`src/rtl/wb_slave_router_if.sv`:
```
// Management-side Wishbone bus between the master and wb_slave_router.
// The master modport drives requests; the slave modport returns ack/data.
interface wb_slave_router_if;
   logic        wbs_cyc_i;
   logic        wbs_stb_i;
   logic        wbs_we_i;
   logic [3:0]  wbs_sel_i;
   logic [31:0] wbs_adr_i;
   logic [31:0] wbs_dat_i;
   logic        wbs_ack_o;
   logic [31:0] wbs_dat_o;

   modport master (
      output wbs_cyc_i, wbs_stb_i, wbs_we_i,
      output wbs_sel_i, wbs_adr_i, wbs_dat_i,
      input  wbs_ack_o, wbs_dat_o
   );

   modport slave (
      input  wbs_cyc_i, wbs_stb_i, wbs_we_i,
      input  wbs_sel_i, wbs_adr_i, wbs_dat_i,
      output wbs_ack_o, wbs_dat_o
   );
endinterface

```
`src/rtl/wb_slave_router.sv`:
```
// Registered Wishbone router: management port to user or debug slave.
// WB_ROUTER_TIMEOUT_EN enables the watchdog and the timeout_* outputs.
module wb_slave_router #(
   parameter logic [28:0] DEBUG_BASE     = 29'h601FFFF,
   parameter int          TIMEOUT_CYCLES = 255,
   parameter int          CNT_W          = 8,
   parameter logic [31:0] TIMEOUT_DATA   = 32'hDEADBEEF
) (
   input  logic             wb_clk_i,
   input  logic             wb_rst_i,
   wb_slave_router_if.slave wbs,
   output logic             user_cyc_o,
   output logic             user_stb_o,
   input  logic             user_ack_i,
   input  logic [31:0]      user_dat_i,
   output logic             debug_cyc_o,
   output logic             debug_stb_o,
   input  logic             debug_ack_i,
   input  logic [31:0]      debug_dat_i,
   output logic             timeout_irq_o,
   output logic [CNT_W-1:0] timeout_cnt_o,
   output logic [31:0]      timeout_adr_o
);
   typedef enum logic [1:0] {IDLE, BUSY, RESP} state_t;

   localparam logic [CNT_W-1:0] WD_LAST =
      CNT_W'(TIMEOUT_CYCLES - 1);

   state_t      state;
   logic        tgt_dbg;
   logic        hit_dbg;
   logic        ack_sel;
   logic        live;
   logic        tmo;
   logic [31:0] dat_sel;
   logic        unused_ok;

   assign hit_dbg = wbs.wbs_adr_i[31:3] == DEBUG_BASE;
   assign ack_sel = tgt_dbg ? debug_ack_i : user_ack_i;
   assign dat_sel = tgt_dbg ? debug_dat_i : user_dat_i;
   assign live    = (state == BUSY) && wbs.wbs_cyc_i;

   assign unused_ok = ^{wbs.wbs_we_i, wbs.wbs_sel_i,
                        wbs.wbs_adr_i[2:0], wbs.wbs_dat_i,
                        WD_LAST};

   always_ff @(posedge wb_clk_i) begin
      if (wb_rst_i) begin
         state         <= IDLE;
         tgt_dbg       <= 1'b0;
         user_cyc_o    <= 1'b0;
         user_stb_o    <= 1'b0;
         debug_cyc_o   <= 1'b0;
         debug_stb_o   <= 1'b0;
         wbs.wbs_ack_o <= 1'b0;
         wbs.wbs_dat_o <= '0;
      end else begin
         wbs.wbs_ack_o <= 1'b0;
         case (state)
            IDLE: begin
               if (wbs.wbs_cyc_i && wbs.wbs_stb_i) begin
                  tgt_dbg     <= hit_dbg;
                  user_cyc_o  <= !hit_dbg;
                  user_stb_o  <= !hit_dbg;
                  debug_cyc_o <= hit_dbg;
                  debug_stb_o <= hit_dbg;
                  state       <= BUSY;
               end
            end
            BUSY: begin
               // Master abort wins over anything the slave does.
               if (!wbs.wbs_cyc_i) begin
                  user_cyc_o  <= 1'b0;
                  user_stb_o  <= 1'b0;
                  debug_cyc_o <= 1'b0;
                  debug_stb_o <= 1'b0;
                  state       <= IDLE;
               end else if (ack_sel || tmo) begin
                  wbs.wbs_dat_o <= ack_sel ? dat_sel : TIMEOUT_DATA;
                  wbs.wbs_ack_o <= 1'b1;
                  user_cyc_o    <= 1'b0;
                  user_stb_o    <= 1'b0;
                  debug_cyc_o   <= 1'b0;
                  debug_stb_o   <= 1'b0;
                  state         <= RESP;
               end
            end
            RESP: state <= IDLE;
            default: state <= IDLE;
         endcase
      end
   end

`ifdef WB_ROUTER_TIMEOUT_EN
   logic [CNT_W-1:0] wd;
   logic             rec_tmo;
   logic             irq_clr;

   assign tmo     = (state == BUSY) && (wd == WD_LAST);
   assign rec_tmo = live && !ack_sel && tmo;
   assign irq_clr = live && ack_sel && tgt_dbg &&
                    wbs.wbs_we_i && wbs.wbs_sel_i[3];

   always_ff @(posedge wb_clk_i) begin
      if (wb_rst_i) begin
         wd            <= '0;
         timeout_irq_o <= 1'b0;
         timeout_cnt_o <= '0;
         timeout_adr_o <= '0;
      end else begin
         if (state == IDLE)
            wd <= '0;
         else if (state == BUSY)
            wd <= wd + CNT_W'(1);
         // A fresh timeout keeps the flag set over a clear.
         if (rec_tmo) begin
            timeout_irq_o <= 1'b1;
            timeout_adr_o <= wbs.wbs_adr_i;
            if (timeout_cnt_o != '1)
               timeout_cnt_o <= timeout_cnt_o + CNT_W'(1);
         end else if (irq_clr) begin
            timeout_irq_o <= 1'b0;
         end
      end
   end
`else
   assign tmo           = 1'b0;
   assign timeout_irq_o = 1'b0;
   assign timeout_cnt_o = '0;
   assign timeout_adr_o = '0;
`endif
endmodule

```
`src/flat_wrapper.sv`:
```
// flat-port wrapper written by rule: the top's interface ports become plain ports
module wb_slave_router_flat 
#(
   parameter logic [28:0] DEBUG_BASE     = 29'h601FFFF,
   parameter int          TIMEOUT_CYCLES = 255,
   parameter int          CNT_W          = 8,
   parameter logic [31:0] TIMEOUT_DATA   = 32'hDEADBEEF
)
  (wb_clk_i, wb_rst_i, user_cyc_o, user_stb_o, user_ack_i, user_dat_i, debug_cyc_o, debug_stb_o, debug_ack_i, debug_dat_i, timeout_irq_o, timeout_cnt_o, timeout_adr_o, wbs_wbs_cyc_i, wbs_wbs_stb_i, wbs_wbs_we_i, wbs_wbs_sel_i, wbs_wbs_adr_i, wbs_wbs_dat_i, wbs_wbs_ack_o, wbs_wbs_dat_o);
  wb_slave_router_if wbs_i ();
  input  logic wb_clk_i;
  input  logic wb_rst_i;
  output logic user_cyc_o;
  output logic user_stb_o;
  input  logic user_ack_i;
  input  logic [31:0] user_dat_i;
  output logic debug_cyc_o;
  output logic debug_stb_o;
  input  logic debug_ack_i;
  input  logic [31:0] debug_dat_i;
  output logic timeout_irq_o;
  output logic [CNT_W-1:0] timeout_cnt_o;
  output logic [31:0] timeout_adr_o;
  input wire logic [$bits(wbs_i.wbs_cyc_i)-1:0] wbs_wbs_cyc_i;
  input wire logic [$bits(wbs_i.wbs_stb_i)-1:0] wbs_wbs_stb_i;
  input wire logic [$bits(wbs_i.wbs_we_i)-1:0] wbs_wbs_we_i;
  input wire logic [$bits(wbs_i.wbs_sel_i)-1:0] wbs_wbs_sel_i;
  input wire logic [$bits(wbs_i.wbs_adr_i)-1:0] wbs_wbs_adr_i;
  input wire logic [$bits(wbs_i.wbs_dat_i)-1:0] wbs_wbs_dat_i;
  output wire logic [$bits(wbs_i.wbs_ack_o)-1:0] wbs_wbs_ack_o;
  output wire logic [$bits(wbs_i.wbs_dat_o)-1:0] wbs_wbs_dat_o;
  assign wbs_i.wbs_cyc_i = wbs_wbs_cyc_i;
  assign wbs_i.wbs_stb_i = wbs_wbs_stb_i;
  assign wbs_i.wbs_we_i = wbs_wbs_we_i;
  assign wbs_i.wbs_sel_i = wbs_wbs_sel_i;
  assign wbs_i.wbs_adr_i = wbs_wbs_adr_i;
  assign wbs_i.wbs_dat_i = wbs_wbs_dat_i;
  assign wbs_wbs_ack_o = wbs_i.wbs_ack_o;
  assign wbs_wbs_dat_o = wbs_i.wbs_dat_o;
  wb_slave_router #(.DEBUG_BASE(DEBUG_BASE), .TIMEOUT_CYCLES(TIMEOUT_CYCLES), .CNT_W(CNT_W), .TIMEOUT_DATA(TIMEOUT_DATA)) u_core (.wb_clk_i(wb_clk_i), .wb_rst_i(wb_rst_i), .wbs(wbs_i), .user_cyc_o(user_cyc_o), .user_stb_o(user_stb_o), .user_ack_i(user_ack_i), .user_dat_i(user_dat_i), .debug_cyc_o(debug_cyc_o), .debug_stb_o(debug_stb_o), .debug_ack_i(debug_ack_i), .debug_dat_i(debug_dat_i), .timeout_irq_o(timeout_irq_o), .timeout_cnt_o(timeout_cnt_o), .timeout_adr_o(timeout_adr_o));
endmodule
```
`config.mk`:
```
export PLATFORM = sky130hd
export DESIGN_NAME = wb_slave_router_flat
export DESIGN_NICKNAME = d
export VERILOG_FILES = /design/src/rtl/wb_slave_router_if.sv /design/src/rtl/wb_slave_router.sv /design/src/flat_wrapper.sv
export SDC_FILE = /design/constraint.sdc
export NUM_CORES = 1
export LEC_CHECK = 0
export BUFFER_PORTS_ARGS = -buffer_cell sky130_fd_sc_hd__clkbuf_2
export CAP_MARGIN = 20
export CORE_AREA = 2 2 85 87
export DETAILED_ROUTE_END_ITERATION = 10
export DIE_AREA = 0 0 87 89
export PLACE_DENSITY = 0.71
export REMOVE_ABC_BUFFERS = 1
export SLEW_MARGIN = 40
export SYNTH_ARGS = -nofsm -noshare
export SYNTH_HDL_FRONTEND = slang
export SYNTH_SLANG_ARGS = --single-unit
```
`constraint.sdc`:
```
create_clock -name wb_clk_i -period 1.5 [get_ports wb_clk_i]
set_input_delay 0.075 -clock wb_clk_i [delete_from_list [all_inputs] [get_ports wb_clk_i]]
set_output_delay 0.075 -clock wb_clk_i [all_outputs]
set_load 0.02 [all_outputs]
```
==> metrics.txt, run 1 <==
Max H-tree Level 2; standard cell core area 0.006719 sq mm; result of the run finished clean; worst-case hold path end point u_core.wbs.wbs_dat_o[10]; ratio of cells with drive above 1 in the final layout 44.97%; cells on worst reg2reg path 6; GRT Overall Usage 11.67%; antenna diode instance count 0; post-synthesis sequential area ratio 37.16%; total count of hold-check failures in the final report 0; Final Max Slew Viols 0; Tmin final 1461 ps; cell chain of the critical path mux2i_4, nor3b_4, buf_4, buf_4, clkbuf_16, a211oi_1; clock slew seen by the registers of the worst setup and hold paths 70 ps; crit share post-route 97.37%; worst supply voltage drop on vdd 0.4753 mV; first-iteration detailed-routing DRC count 32; number of violations of the max-capacitance limit 0; Num Clock Sinks 38; maximum number of pins on one net before global-route repair 38; DRT Wirelength 5192 microns; syn_area_per_cell 9.179 sq um; most repeated library cell on the critical path sky130_fd_sc_hd__buf_4; CTS tree done; number of clock buffers inserted by TritonCTS 5; Met1 Wirelength 2076 microns; path type of the worst min-delay path input port to flip-flop; ratio of total power to cell area 801.9 mW/mm^2; Die Footprint 0.007743 sq mm; Worst-Skew Late Latency 280 ps; via count of the first global-routing pass 1646; largest buffer count on any clock path 2; count of antenna-violating nets left after detailed routing 0; reg2reg start u_core.tgt_dbg; top layer used by detailed routing met4; detailed route wirelength on metal2 2728 microns; required time at the endpoint of the critical path 1690 ps; Distinct cells, synth 24; Max Clk Rate 684.7 MHz; horizontal die dimension 87 microns; routed wl met3 374 microns; endpoint of the most critical register-to-register path u_core.wbs.wbs_dat_o[29]; filler cell count in the final layout 664; routed via count 1919; WP buf/inv 3; Post-Route Skew 4.674 ps; quantity of I/O buffers inserted on ports 135; number of stages on the worst hold path 3; RSZ-0062 raised after global routing yes; Max-slew headroom 62.28%; Leakage 0.001299 uW; dominant delay contributor by cell family on the critical path buffers and inverters; cell area after technology mapping 0.002047 sq mm; count of placed standard cells in the final layout, fillers left out 438; Starting Density 30.47%; final weighted congestion in routability-driven placement 0.7387; Synth Register Bits 38; post-DR vias/cell 4.381; Std-Cell Rows 30; category of the worst setup path capture point flip-flop; Warnings, synthesis 0; R2R Setup Slk 40 ps; number of placed instances with taps included 424; slowest stage cell, crit path sky130_fd_sc_hd__dfxtp_2; maximum fanout encountered on the critical timing path 18; number of setup violations in the final report 0; start-to-end type of the worst setup path flip-flop to flip-flop; total number of nets in the final design 496; slew at the pin closest to its max-slew limit 565.7 ps; area growth from synthesis to layout 39.61%; slowest stage delay, CP 360 ps; arrival time of data at the critical path endpoint 1650 ps; beginning of the worst hold path user_dat_i[10]; I/O Pins 217; Post-Route Hold Slack 104.1 ps; Synth Instances 223; startpoint type of the worst setup path flip-flop; final HPWL from detailed placement 3794 microns; first-pass GRT wire length 7210 microns; buffer cell driving the clock tree root sky130_fd_sc_hd__clkbuf_8; total congestion overflow 0; DRT Pass-1 Iters 4; die height 89 microns; number of antenna violations at the first check in global routing 0; average routed wire per standard cell 11.85 microns; DRC Markers 0
[kinds of logic after synthesis]
logic type	count (synthesis)	synth area share, %
AOI/OAI and AO/OA	38	13.69
buffers and inverters	60	19.87
and+or+nand+nor	53	12.96
muxes	33	16.14
other	1	0.1832
DFF	38	37.16
[tightest hold or removal path, delay by kind of cell]
kind | cells | cell delay, ps
muxes | 1 | 110
buffers and inverters | 1 | 80
AOI/OAI and AO/OA | 1 | 80
[cells in the final DEF (no fill, tap or decap)]
master | synthesis | layout
sky130_fd_sc_hd__clkbuf_2 | 0 | 135
sky130_fd_sc_hd__conb_1 | 1 | 41
sky130_fd_sc_hd__dfxtp_1 | 38 | 37
sky130_fd_sc_hd__nor2_1 | 34 | 34
sky130_fd_sc_hd__mux2i_1 | 33 | 32
sky130_fd_sc_hd__a211oi_1 | 32 | 28
sky130_fd_sc_hd__buf_4 | 46 | 6
sky130_fd_sc_hd__nand4_1 | 5 | 5
sky130_fd_sc_hd__clkbuf_8 | 0 | 5
sky130_fd_sc_hd__a211oi_2 | 0 | 4
sky130_fd_sc_hd__a21oi_1 | 3 | 3
sky130_fd_sc_hd__inv_1 | 2 | 2
sky130_fd_sc_hd__nand2_1 | 2 | 2
sky130_fd_sc_hd__nor4b_1 | 2 | 2
sky130_fd_sc_hd__and4b_1 | 2 | 2
sky130_fd_sc_hd__nor2b_1 | 2 | 2
sky130_fd_sc_hd__clkinv_2 | 0 | 2
sky130_fd_sc_hd__clkbuf_16 | 0 | 2
sky130_fd_sc_hd__buf_12 | 0 | 2
sky130_fd_sc_hd__mux2i_4 | 0 | 1
sky130_fd_sc_hd__nand2b_1 | 1 | 1
sky130_fd_sc_hd__nor3b_4 | 0 | 1
sky130_fd_sc_hd__and4_1 | 1 | 1
sky130_fd_sc_hd__a41oi_1 | 1 | 1
sky130_fd_sc_hd__nand3b_1 | 1 | 1
sky130_fd_sc_hd__nor4_1 | 1 | 1
sky130_fd_sc_hd__a31oi_1 | 1 | 1
sky130_fd_sc_hd__nor3b_1 | 1 | 1
sky130_fd_sc_hd__o21ba_2 | 1 | 1
sky130_fd_sc_hd__bufinv_16 | 0 | 1
sky130_fd_sc_hd__dfxtp_2 | 0 | 1
[routing by layer]
metal	up-vias	GRT usage [%]
li1	971	-
met1	859	13.05
met2	87	21.51
met3	2	3.416
met4	0	3.267
met5	-	0
[cells in the mapped netlist]
library cell,count,share of area (%)
sky130_fd_sc_hd__a211oi_1,32,12
sky130_fd_sc_hd__a21oi_1,3,0.73
sky130_fd_sc_hd__a31oi_1,1,0.31
sky130_fd_sc_hd__a41oi_1,1,0.43
sky130_fd_sc_hd__and4_1,1,0.43
sky130_fd_sc_hd__and4b_1,2,0.98
sky130_fd_sc_hd__buf_2,7,1.7
sky130_fd_sc_hd__buf_4,46,17
sky130_fd_sc_hd__clkbuf_1,5,0.92
sky130_fd_sc_hd__conb_1,1,0.18
sky130_fd_sc_hd__dfxtp_1,38,37
sky130_fd_sc_hd__inv_1,2,0.37
sky130_fd_sc_hd__mux2i_1,33,16
sky130_fd_sc_hd__nand2_1,2,0.37
sky130_fd_sc_hd__nand2b_1,1,0.31
sky130_fd_sc_hd__nand3b_1,1,0.37
sky130_fd_sc_hd__nand4_1,5,1.5
sky130_fd_sc_hd__nor2_1,34,6.2
sky130_fd_sc_hd__nor2b_1,2,0.61
sky130_fd_sc_hd__nor3b_1,1,0.37
sky130_fd_sc_hd__nor3b_2,1,0.61
sky130_fd_sc_hd__nor4_1,1,0.31
sky130_fd_sc_hd__nor4b_1,2,0.86
sky130_fd_sc_hd__o21ba_2,1,0.49
[where the power goes]
group | switching, uW | internal (uW) | leakage [uW]
clock | 358 | 490 | 0.0000579
combinational | 235 | 165 | 0.000933
sequential | 12.4 | 1030 | 0.000308
total | 605 | 1690 | 0.00130
[through the flow]
| step | worst slack, ps | utilization (%) | TNS [ps] | power [uW] | instance area, sq um |
|---|---|---|---|---|---|
| after global routing | -57.06 | 42.53 | -257.7 | 2416 | 2858 |
| after CTS | 24.21 | 40.86 | 0 | 2327 | 2745 |
| after detailed placement | 52.61 | 39.24 | 0 | 1451 | 2636 |
| after floorplan | -2512 | - | -87300 | 1266 | 1798 |
| after global placement | 100.7 | 39.24 | 0 | 1442 | 2636 |
| final | 39.42 | 42.53 | 0 | 2292 | 2858 |
[cell type report]
type / count / area (sq um) / share of cell area, %
tap: 80 / 100.1 / 3.503
multi-input combinational: 165 / 1069 / 37.39
sequential: 38 / 762.0 / 26.66
clock buffer: 5 / 68.82 / 2.408
inverter: 2 / 7.507 / 0.2627
clock inverter: 3 / 40.04 / 1.401
timing repair buffer: 145 / 810.8 / 28.37
[sequential cells by signal (all words and copies together), names as in the netlist]
signal	flops
u_core.tgt_dbg	1
u_core.wbs.wbs_dat_o	32
u_core.wbs.wbs_ack_o	1
u_core.state	2
u_core.debug_stb_o	1
u_core.user_cyc_o	1
[how the worst max path moves through the flow]
stage                               from                  endpoint  slack (ps)  depth (start not counted)
final                     u_core.tgt_dbg  u_core.wbs.wbs_dat_o[29]          40                          6
after global routing      u_core.tgt_dbg  u_core.wbs.wbs_dat_o[29]         -60                          6
after CTS                 u_core.tgt_dbg  u_core.wbs.wbs_dat_o[14]          20                          5
after detailed placement  u_core.tgt_dbg  u_core.wbs.wbs_dat_o[14]          50                          5
after global placement    u_core.tgt_dbg  u_core.wbs.wbs_dat_o[27]         100                          5
after floorplan           u_core.tgt_dbg   u_core.wbs.wbs_dat_o[0]       -2510                          3
[what timing repair did]
action                                  CTS  global route
endpoints found under the setup margin    0            22
hold buffers                              0             0
resized for setup                         0             6
setup buffers                             0             4
No activity file was read; power rests on OpenSTA's default activity.
==> inputs of run 2 (changes only) <==
==> constraint.sdc (replaced) <==
create_clock -name wb_clk_i -period 1.6 [get_ports wb_clk_i]
set_input_delay 0.08 -clock wb_clk_i [delete_from_list [all_inputs] [get_ports wb_clk_i]]
set_output_delay 0.08 -clock wb_clk_i [all_outputs]
set_load 0.02 [all_outputs]
==> run 2 against run 1 <==
Combinational power fell by 9.5%. Clock skew is 4.8 ps higher. Core utilization shrank 1.5 points. Worst setup slack gained 80 ps. Design area is 3.5% lower. Maximum frequency down 1.3%. Clock power fell by 7.4%.
==> metrics.txt, run 2 (synthesized netlist as in run 1, its figures left out) <==
crit share post-route 92.53% (-4.8 points); Die Footprint 0.007743 sq mm (unchanged); GRT Overall Usage 12.11% (+0.45 points); average routed wire per standard cell 11.18 microns (-5.7%); clock slew seen by the registers of the worst setup and hold paths 80 ps (about the same); WP buf/inv 1 (-2); Worst-Skew Late Latency 280 ps (about the same); slowest stage delay, CP 340 ps (-20 ps); Max Clk Rate 675.5 MHz (-1.3%); ratio of total power to cell area 770.9 mW/mm^2 (-3.9%); Starting Density 30.47% (unchanged); Final Max Slew Viols 0 (unchanged); horizontal die dimension 87 microns (unchanged); Post-Route Utilization 41.04% (-1.5 points); arrival time of data at the critical path endpoint 1670 ps (+20 ps); total congestion overflow 0 (unchanged); path length in cells of the critical path 5 (-1); maximum fanout encountered on the critical timing path 37 (+19); register with the highest flop count u_core.wbs.wbs_dat_o; result of the run finished clean; number of antenna violations at the first check in global routing 0 (unchanged); cell chain of the critical path mux2i_1, nor3b_4, buf_12, nor2_1, a211oi_1; Post-Route Hold Slack 109.4 ps (+5.233 ps); Num Clock Sinks 38 (unchanged); number of placed instances with taps included 424 (unchanged); ratio of cells with drive above 1 in the final layout 42.61% (-2.4 points); start-to-end type of the worst setup path flip-flop to flip-flop; cells on worst reg2reg path 5 (-1); top library cells by usage in the layout, fill and taps aside sky130_fd_sc_hd__clkbuf_2, sky130_fd_sc_hd__conb_1, sky130_fd_sc_hd__dfxtp_1; CTS tree done; Pwr Total 2126 uW (-7.2%); DRT Wirelength 4829 microns (-7.0%); DRT Pass-1 Iters 4 (unchanged); flip-flop count of the largest register after layout 32 (unchanged); number of clock buffers inserted by TritonCTS 5 (unchanged); Leakage 0.001255 uW (-3.4%); standard cell core area 0.006719 sq mm (unchanged); Post-Route Skew 9.439 ps (+4.766 ps); Max H-tree Level 2 (unchanged); quantity of I/O buffers inserted on ports 135 (unchanged); antenna diode instance count 0 (unchanged); area growth from synthesis to layout 34.72%; Std-Cell Rows 30 (unchanged); number of buffers inserted by hold repair at cts 0 (unchanged); DRC Markers 0 (unchanged); number of setup violations in the final report 0 (unchanged); category of the worst setup path capture point flip-flop; most common cell after layout, fill and taps aside sky130_fd_sc_hd__clkbuf_2; I/O Pins 217 (unchanged); via count of the first global-routing pass 1700 (+3.3%); slowest stage cell, crit path sky130_fd_sc_hd__nor3b_4; number of stages on the worst hold path 3 (unchanged); first-iteration detailed-routing DRC count 28 (-13%); RSZ-0062 raised after global routing no; number of violations of the max-capacitance limit 0 (unchanged); die height 89 microns (unchanged); # Post-CTS Setup Buffers 0 (unchanged); path type of the worst min-delay path input port to flip-flop; total count of hold-check failures in the final report 0 (unchanged); dominant delay contributor by cell family on the critical path simple AND/OR/NAND/NOR gates; required time at the endpoint of the critical path 1790 ps (+100 ps); buffer cell driving the clock tree root sky130_fd_sc_hd__clkbuf_8; leading registers by flop count u_core.wbs.wbs_dat_o x32, u_core.state x2; total number of nets in the final design 490 (-1.2%); final setup slack of the worst path 119.6 ps (+80.18 ps); slew at the pin closest to its max-slew limit 573.7 ps (+7.987 ps); Resized cells post-CTS 0 (unchanged); count of antenna-violating nets left after detailed routing 0 (unchanged); startpoint type of the worst setup path flip-flop; pre-CTS worst setup slack 125.2 ps (+72.61 ps); routed via count 1892 (-1.4%); final weighted congestion in routability-driven placement 0.7544 (+2.1%); first-pass GRT wire length 7431 microns (+3.1%); count of placed standard cells in the final layout, fillers left out 432 (-1.4%); maximum number of pins on one net before global-route repair 38 (unchanged); Max-slew headroom 61.75% (-0.53 points); final HPWL from detailed placement 3902 microns (+2.9%); Tmin final 1480 ps (+19.82 ps); worst supply voltage drop on vdd 0.4403 mV (-7.4%); largest buffer count on any clock path 2 (unchanged); post-DR vias/cell 4.380 (about the same)
[run 2: area by class of cell]
type | count | area (sq um)
multi-input combinational | 165 | 1036
tap | 80 | 100.1
sequential | 38 | 762.0
timing repair buffer | 139 | 743.2
inverter | 2 | 7.507
fill | 702 | 3961
clock buffer | 5 | 68.82
clock inverter | 3 | 40.04
[run 2: metal layers]
layer | up-vias | part of all wire (%) | track usage, % | routed length [microns]
li1 | 962 | - | - | -
met1 | 834 | 39 | 13.34 | 1881
met2 | 91 | 52 | 22.35 | 2532
met3 | 5 | 7.9 | 3.509 | 380
met4 | 0 | 0.70 | 3.977 | 34
met5 | - | 0 | 0 | 0
[run 2: path summary, 6_finish.rpt]
check        slack, ps               startpoint                  endpoint
max                120           u_core.tgt_dbg  u_core.wbs.wbs_dat_o[22]
min                110            user_dat_i[1]   u_core.wbs.wbs_dat_o[1]
max reg2reg        120           u_core.tgt_dbg  u_core.wbs.wbs_dat_o[22]
min reg2reg        500  u_core.wbs.wbs_dat_o[2]   u_core.wbs.wbs_dat_o[2]
[run 2: tightest hold or removal path: cells and delay by family]
kind | cells | cell delay [ps]
muxes | 1 | 110
buffers and inverters | 1 | 80
AOI/OAI and AO/OA | 1 | 80
[run 2: through the flow]
stage                     cell area, sq um  setup TNS, ps
after CTS                             2758              0
after global routing                  2758              0
final                                 2758              0
after detailed placement              2649              0
after global placement                2649              0
after floorplan                       1798         -83500
[run 2: where the power goes]
part	internal, uW	total [uW]	switching (uW)
Clock	459	784	326
Combinational	148	361	213
Sequential	968	980	11.7
